[src/rtl/fetch_stage.sv]
// ---------------------------------------------------------------------------
// fetch_stage
//
// Instruction-fetch stage sitting between the PC register and decode in the
// non-forwarding pipeline. It computes the next PC, drives the PC register's
// active-low load enable, and issues addresses to a synchronous-read
// instruction memory.
//
// The memory returns data one edge after the address is sampled. The
// in-flight tracker remembers which PC that response belongs to. A one-entry
// skid buffer parks the response when a stall arrives while it is in flight.
// The stage also owns the IF/ID register: stall holds it, flush invalidates
// it, and an empty cycle inserts a counted bubble.
//
// Ports
//   clk_i          clock
//   rst_i          asynchronous active-high reset
//   pc_i           current PC from the PC register
//   next_pc_o      next PC to the PC register
//   pc_enable_no   active-low PC load enable (0 = load next_pc_o)
//   imem_addr_o    instruction memory address (always pc_i)
//   imem_rd_o      read strobe, high when a fetch is issued
//   imem_rdata_i   memory data for the address sampled at the previous edge
//   stall_i        hazard stall: hold PC and IF/ID
//   flush_i        taken branch/jump redirect from EX
//   redirect_pc_i  redirect target (low two bits ignored)
//   if_id_valid_o  IF/ID holds a valid instruction
//   if_id_pc_o     PC of the IF/ID instruction
//   if_id_instr_o  IF/ID instruction
//   bubble_cnt_o   saturating count of bubbles inserted into IF/ID
// ---------------------------------------------------------------------------
module fetch_stage #(
    parameter int WIDTH   = 32,
    parameter int INSTR_W = 32,
    parameter int CNT_W   = 16
) (
    input  logic               clk_i,
    input  logic               rst_i,
    input  logic [WIDTH-1:0]   pc_i,
    output logic [WIDTH-1:0]   next_pc_o,
    output logic               pc_enable_no,
    output logic [WIDTH-1:0]   imem_addr_o,
    output logic               imem_rd_o,
    input  logic [INSTR_W-1:0] imem_rdata_i,
    input  logic               stall_i,
    input  logic               flush_i,
    input  logic [WIDTH-1:0]   redirect_pc_i,
    output logic               if_id_valid_o,
    output logic [WIDTH-1:0]   if_id_pc_o,
    output logic [INSTR_W-1:0] if_id_instr_o,
    output logic [CNT_W-1:0]   bubble_cnt_o
);

    logic               issue;
    logic               bubble_evt;
    logic [WIDTH-1:0]   pc_plus4;
    logic [WIDTH-1:0]   redirect_aligned;

    logic               inflight_valid;
    logic [WIDTH-1:0]   inflight_pc;

    logic               skid_valid;
    logic [WIDTH-1:0]   skid_pc;
    logic [INSTR_W-1:0] skid_instr;

    logic               if_id_valid;
    logic [WIDTH-1:0]   if_id_pc;
    logic [INSTR_W-1:0] if_id_instr;
    logic [CNT_W-1:0]   bubble_cnt;

    localparam logic [CNT_W-1:0] CNT_MAX = {CNT_W{1'b1}};

    // ------------------------------------------------------------------
    // Combinational fetch control
    // ------------------------------------------------------------------
    assign issue            = !rst_i && !stall_i && !flush_i;
    assign pc_plus4         = pc_i + WIDTH'(4);
    // Masking rather than slicing keeps every redirect bit in use.
    assign redirect_aligned = redirect_pc_i & ~WIDTH'(3);

    assign next_pc_o   = flush_i ? redirect_aligned : pc_plus4;
    assign imem_addr_o = pc_i;
    assign imem_rd_o   = issue;

    // Reset gates the enable so a flush during reset cannot move the PC.
    assign pc_enable_no = rst_i || !(flush_i || issue);

    // A bubble is any edge where IF/ID ends up empty through no stall:
    // every flush edge, and a normal edge with nothing to deliver.
    assign bubble_evt = !rst_i &&
                        (flush_i || (!stall_i && !skid_valid && !inflight_valid));

    // ------------------------------------------------------------------
    // In-flight tracker, skid buffer and IF/ID register
    // Priority: flush > stall > normal.
    // ------------------------------------------------------------------
    always_ff @(posedge clk_i or posedge rst_i) begin
        if (rst_i) begin
            inflight_valid <= 1'b0;
            inflight_pc    <= '0;
            skid_valid     <= 1'b0;
            skid_pc        <= '0;
            skid_instr     <= '0;
            if_id_valid    <= 1'b0;
            if_id_pc       <= '0;
            if_id_instr    <= '0;
        end else if (flush_i) begin
            // The response arriving this cycle belongs to the wrong path.
            inflight_valid <= 1'b0;
            skid_valid     <= 1'b0;
            if_id_valid    <= 1'b0;
        end else if (stall_i) begin
            // Park the response now, since memory will not repeat it.
            if (inflight_valid) begin
                skid_valid <= 1'b1;
                skid_pc    <= inflight_pc;
                skid_instr <= imem_rdata_i;
            end
            inflight_valid <= 1'b0;
        end else begin
            if (skid_valid) begin
                if_id_valid <= 1'b1;
                if_id_pc    <= skid_pc;
                if_id_instr <= skid_instr;
                skid_valid  <= 1'b0;
            end else if (inflight_valid) begin
                if_id_valid <= 1'b1;
                if_id_pc    <= inflight_pc;
                if_id_instr <= imem_rdata_i;
            end else begin
                // Bubble: pc/instr keep their old contents.
                if_id_valid <= 1'b0;
            end
            inflight_valid <= 1'b1;
            inflight_pc    <= pc_i;
        end
    end

    // ------------------------------------------------------------------
    // Saturating bubble counter
    // ------------------------------------------------------------------
    always_ff @(posedge clk_i or posedge rst_i) begin
        if (rst_i) begin
            bubble_cnt <= '0;
        end else if (bubble_evt && (bubble_cnt != CNT_MAX)) begin
            bubble_cnt <= bubble_cnt + 1'b1;
        end
    end

    assign if_id_valid_o = if_id_valid;
    assign if_id_pc_o    = if_id_pc;
    assign if_id_instr_o = if_id_instr;
    assign bubble_cnt_o  = bubble_cnt;

    // The skid only fills from an in-flight response and clears the
    // in-flight flag in the same edge, so one entry is always enough.
    a_skid_depth1 : assert property (@(posedge clk_i) disable iff (rst_i)
                                     !(skid_valid && inflight_valid));

endmodule

[config.mk]
export PLATFORM = sky130hd
export DESIGN_NAME = fetch_stage
export DESIGN_NICKNAME = d
export VERILOG_FILES = /design/src/rtl/fetch_stage.sv
export SDC_FILE = /design/constraint.sdc
export NUM_CORES = 1
export LEC_CHECK = 0
export BUFFER_PORTS_ARGS = -buffer_cell sky130_fd_sc_hd__buf_2
export CAP_MARGIN = 20
export CORE_UTILIZATION = 40
export CTS_CLUSTER_DIAMETER = 150
export DETAILED_ROUTE_END_ITERATION = 16
export MAX_ROUTING_LAYER = met4
export SYNTH_ARGS = -nofsm -noshare
export SYNTH_HDL_FRONTEND = slang
export SYNTH_SLANG_ARGS = --single-unit
[constraint.sdc]
create_clock -name clk_i -period 7.8 [get_ports clk_i]
set_input_delay 0.78 -clock clk_i [delete_from_list [all_inputs] [get_ports clk_i]]
set_output_delay 0.78 -clock clk_i [all_outputs]
set_load 0.005 [all_outputs]
### Yosys cells after proc, flatten, opt, wreduce, memory -nomap -nowiden

Cells that the tools add are included.

| storage, ports and cells | value |
|---|---|
| register bits | 179 |
| input bits | 100 |

| cells by class | value |
|---|---|
| add/subtract/negate cells | 2 |
| equality and inequality tests | 3 |
| mux-type cells | 14 |
| bitwise logic cells | 2 |
| reduce and logical (&&, ||, !) cells | 19 |

Operator list:

| kind | number |
|---|---|
| $mux W32 | 5 |
| $add A32 B3 Y32 const B | 1 |
| $add A16 B1 Y16 const B | 1 |
| $ne A16 B16 Y1 const B | 1 |
| $mux W1 | 9 |
| $logic_and A1 B1 Y1 | 6 |
| $logic_not A1 Y1 | 6 |
| $reduce_and A3 Y1 | 2 |
| $logic_or A1 B1 Y1 | 3 |
| $ne A3 B1 Y1 const B | 1 |
| $ne A2 B1 Y1 const B | 1 |
| $not A1 Y1 | 2 |
| $reduce_and A2 Y1 | 1 |
| $reduce_bool A2 Y1 | 1 |

### Depth between registers and ports, before layout

| logic depth | value |
|---|---|
| depth after elaboration | 6 |
| mapped depth | 7 |

### Worst setup path before layout

No wires, ideal clock.

| path | value |
|---|---|
| kind | input to output |
| from | input rst_i |
| to | output pc_enable_no |
| arrival | 4.721 ns |
| data required time | 7.020 ns |
| slack | 2.299 ns |
| stages on the path | 2 |
| path buffers | 0 |
| path through | inv_1 > nand2_1 |

| between the ends | value |
|---|---|
| longest elaborated chain between the ends | 6 |

RTL lines:

| item | RTL line | RTL |
|---|---|---|
| start: declaration | 38 | `input logic rst_i,` |
| $logic_not A1 Y1 (no source line) | n/a |  |
| $logic_and A1 B1 Y1 (2 in a row) | 76 | `assign issue = !rst_i && !stall_i && !flush_i;` |
| $logic_or A1 B1 Y1 | 86 | `assign pc_enable_no = rst_i \|\| !(flush_i \|\| issue);` |
| $logic_not A1 Y1 | 86 |  |
| $logic_or A1 B1 Y1 * | 86 |  |
| end: declaration | 41 | `output logic pc_enable_no,` |

Mark *: on every way between the ends. The rest lies on a longest branch, timed or not.

### Final worst setup path

| path | value |
|---|---|
| from | input pc_i[2] |
| to | output next_pc_o[30] |

| between the ends | value |
|---|---|
| longest elaborated chain between the ends | 2 |

RTL lines:

| item | RTL line | RTL |
|---|---|---|
| start: declaration | 39 | `input logic [WIDTH-1:0] pc_i,` |
| $add A32 B3 Y32 | 77 | `assign pc_plus4 = pc_i + WIDTH'(4);` |
| $mux W32 | 81 | `assign next_pc_o = flush_i ? redirect_aligned : pc_plus4;` |
| end: declaration | 40 | `output logic [WIDTH-1:0] next_pc_o,` |

No other way between the ends.

==> impl_metrics.json <==
{
  "status": "finished clean",
  "p_leak_nw": 4.89,
  "globalRoute.totalOverflow": 0,
  "synth_top_flop_cell": "dfrtp_1",
  "fp-row-count": 52,
  "grt_max_degree": 106,
  "syn_area_mm2": 0.00847,
  "core_area_mm2": 0.0205,
  "cts_tree": "done",
  "pwr-share-comb_pct": 18.5,
  "yosysMostFrequentCell": "dfrtp_1",
  "synth.area.top_cells": "dfrtp_1 (53%), mux2_2 (13%), mux2i_1 (7.6%)",
  "synth_edf_count": 0,
  "hold_viol": 0,
  "wl_um": 19800,
  "clock.fmax_mhz": 273,
  "fin_crit_ns": 3.66,
  "p_sw_w": 0.000749,
  "min_from": "if_id_instr_o[5]",
  "dieArea_mm2": 0.0218,
  "syn_nets": 846,
  "drive_gt1_share_pct": 41.7,
  "viasPerCell": 4.95,
  "drtIter0Drc": 226,
  "n_antenna_cell": 0,
  "remaining_drc_errors": 0,
  "cts_buffer_depth": 2,
  "cell_internal_pwr_w": 0.00186,
  "crit_start": "pc_i[2]",
  "r2r-start": "skid_valid",
  "drv_slew": 0,
  "slowest_delay_ns": 0.62,
  "htreeDepth": 4,
  "dp_hpwl_um": 13300,
  "die_x_um": 148,
  "slowest_stage": "nor4_4",
  "p_clk_share_pct": 33.4,
  "finalClockSkew_ns": 0.0109,
  "clk_pin_slew_ns": 0.07,
  "antenna_found_initial": 0,
  "switching_share_pct": 28.7,
  "synth_warnings": 0,
  "routabilityCongestion": 0.779,
  "cp_top_family": "simple AND/OR/NAND/NOR gates",
  "grt_pass1_wl_um": 31300,
  "setup_viol_count_final": 0,
  "vdd_drop_max_mv": 0.129,
  "syn-instance-count": 744,
  "synth_cell_types": 43,
  "grt_pass1_vias": 5783,
  "cts_setup_buffers": 0,
  "max_cap_violations": 0,
  "vias": 6066,
  "drt.antenna.violating_nets": 0,
  "crit_fanout": 7,
  "setup_tns_ns": 0,
  "synth_top_area_share_pct": 52.9,
  "ys_async_sr_fraction_pct": 100,
  "firstDrtPassIters": 4,
  "powerDensity_mw_per_mm2": 252,
  "crit_buf_inv": 2,
  "final_util_pct": 50.4,
  "cp.required_ns": 7.02,
  "initial_core_util_pct": 41.3,
  "slew_headroom_pct": 34.2,
  "synth-seq-cells": 179,
  "rsz0062_at_grt": "no",
  "post_cts_resized": 0,
  "critPathKind": "in -> out",
  "post_drt_wl_per_cell_um": 16.1,
  "hold_buffers": 0,
  "syn2layout_area_growth_pct": 21.9,
  "cts.sinks": 179,
  "seqPwrFrac_pct": 48.2,
  "critPathLaunchType": "input pin",
  "clockRootBuffer": "clkbuf_16",
  "syn_avg_cell_area_um2": 11.4,
  "numCtsBuffers": 17,
  "io_buffers": 244,
  "synth-seq-area-share_pct": 52.9,
  "arrival_ns": 2.88,
  "yosys.area.top_type": "dfrtp_1",
  "boundaryPins": 247,
  "hold_class": "reg -> reg",
  "worstPathCellList": "buf_2 -> ha_1 -> nand4_1 -> nor4_4 -> nand4_1 -> xor2_1 -> o21ai_1 -> buf_2",
  "track_usage_pct": 19.2,
  "timing.final.crit_share_pct": 47.0,
  "holdWs_ns": 0.476,
  "worst-slew-pin-transition_ns": 0.987,
  "die_h_um": 148,
  "nets": 1045,
  "ys_top_cells_by_count": "dfrtp_1 (179), nand2_1 (110), mux2_2 (100)",
  "critPathCaptureType": "output pin",
  "clk-insertion-delay-late_ns": 0.43
}
per-stage QoR:
stage	instances	cell area (um2)	power [W]	setup WS, ns
final	1226	10300	0.00261	4.14
after global routing	1226	10300	0.00276	4.02
after CTS	1225	10300	0.00264	4.10
after global placement	1193	9700	0.00174	4.13
after floorplan	744	8470	0.00154	2.14
after detailed placement	1193	9700	0.00176	4.12
cell type report:
cell class                 instances  area, um2
multi-input combinational        490       3590
clock inverter                    14        160
clock buffer                      18        439
tap                              270        338
sequential                       179       4480
timing repair buffer             250       1290
fill                            1926      10200
inverter                           5       23.8
worst register-to-register path, cell delays in order, from the launching register on:
cell     delay (ns)
dfrtp_4        0.63
o21ai_4        0.70
buf_4          0.80
o21ai_0        0.26
layout by cell type (no fill, tap or decap), drive strengths merged:
cell	count
and3	7
mux2i	64
o21ai	92
nand2	110
or3	2
clkinv	2
o21a	1
o211ai	1
nor2	13
inv	13
ha	2
buf	250
a31oi	2
nor2b	3
nor3	5
o21bai	1
a21boi	1
nand3	19
bufinv	1
and4	4
a41o	1
xor2	31
nand4	13
nand2b	1
dfrtp	179
nor4	2
a211oi	1
mux2	101
and2	4
clkbuf	18
xnor2	7
clkinvlp	3
a21oi	2
power groups by stage:
stage          logic (W)  registers (W)  clock network, W
4_1_cts         0.000491        0.00126          0.000896
3_5_place_dp    0.000490        0.00127                 0
5_1_grt         0.000544        0.00128          0.000933
3_3_place_gp    0.000480        0.00126                 0
2_1_floorplan   0.000277        0.00126                 0
6_report        0.000481        0.00125          0.000870
path summary, 6_finish.rpt:
kind / slack, ns / depth (start not counted) / end
max reg2reg: 5.24 / 3 / if_id_pc_o[3]
min in group asynchronous: 0.58 / 2 / skid_instr[1]
max in group asynchronous: 5.47 / 3 / skid_valid
max: 4.14 / 8 / next_pc_o[30]
min: 0.48 / 2 / if_id_instr_o[5]
min reg2reg: 0.48 / 2 / if_id_instr_o[5]
cell families (layout without fill, tap and decap cells):
kind of cell	after synthesis	count (layout)	synth area share [%]
simple gates	183	183	10.5
xor+xnor	38	38	3.93
fa+ha+maj	2	2	0.295
compound gates	102	102	6.43
flops	179	179	52.9
mux	165	165	21.0
buf+inv	75	287	4.96
flip-flops by register name, indices dropped and copies added, names as in the netlist:
name and cells:
bubble_cnt_o 16, if_id_instr_o 32, if_id_pc_o 32, if_id_valid_o 1
inflight_pc 32, inflight_valid 1, skid_instr 32, skid_pc 32
skid_valid 1
metal layers:
| metal | up-vias | GRT usage (%) | share of wire (%) |
|---|---|---|---|
| met1 | 2909 | 25.2 | 47 |
| met4 | 0 | 5.46 | 1.2 |
| met2 | 192 | 29.8 | 47 |
| li1 | 2949 | - | - |
| met5 | - | - | 0 |
| met3 | 16 | 4.23 | 4.9 |
Note: power is estimated with default switching activity, not from simulation.
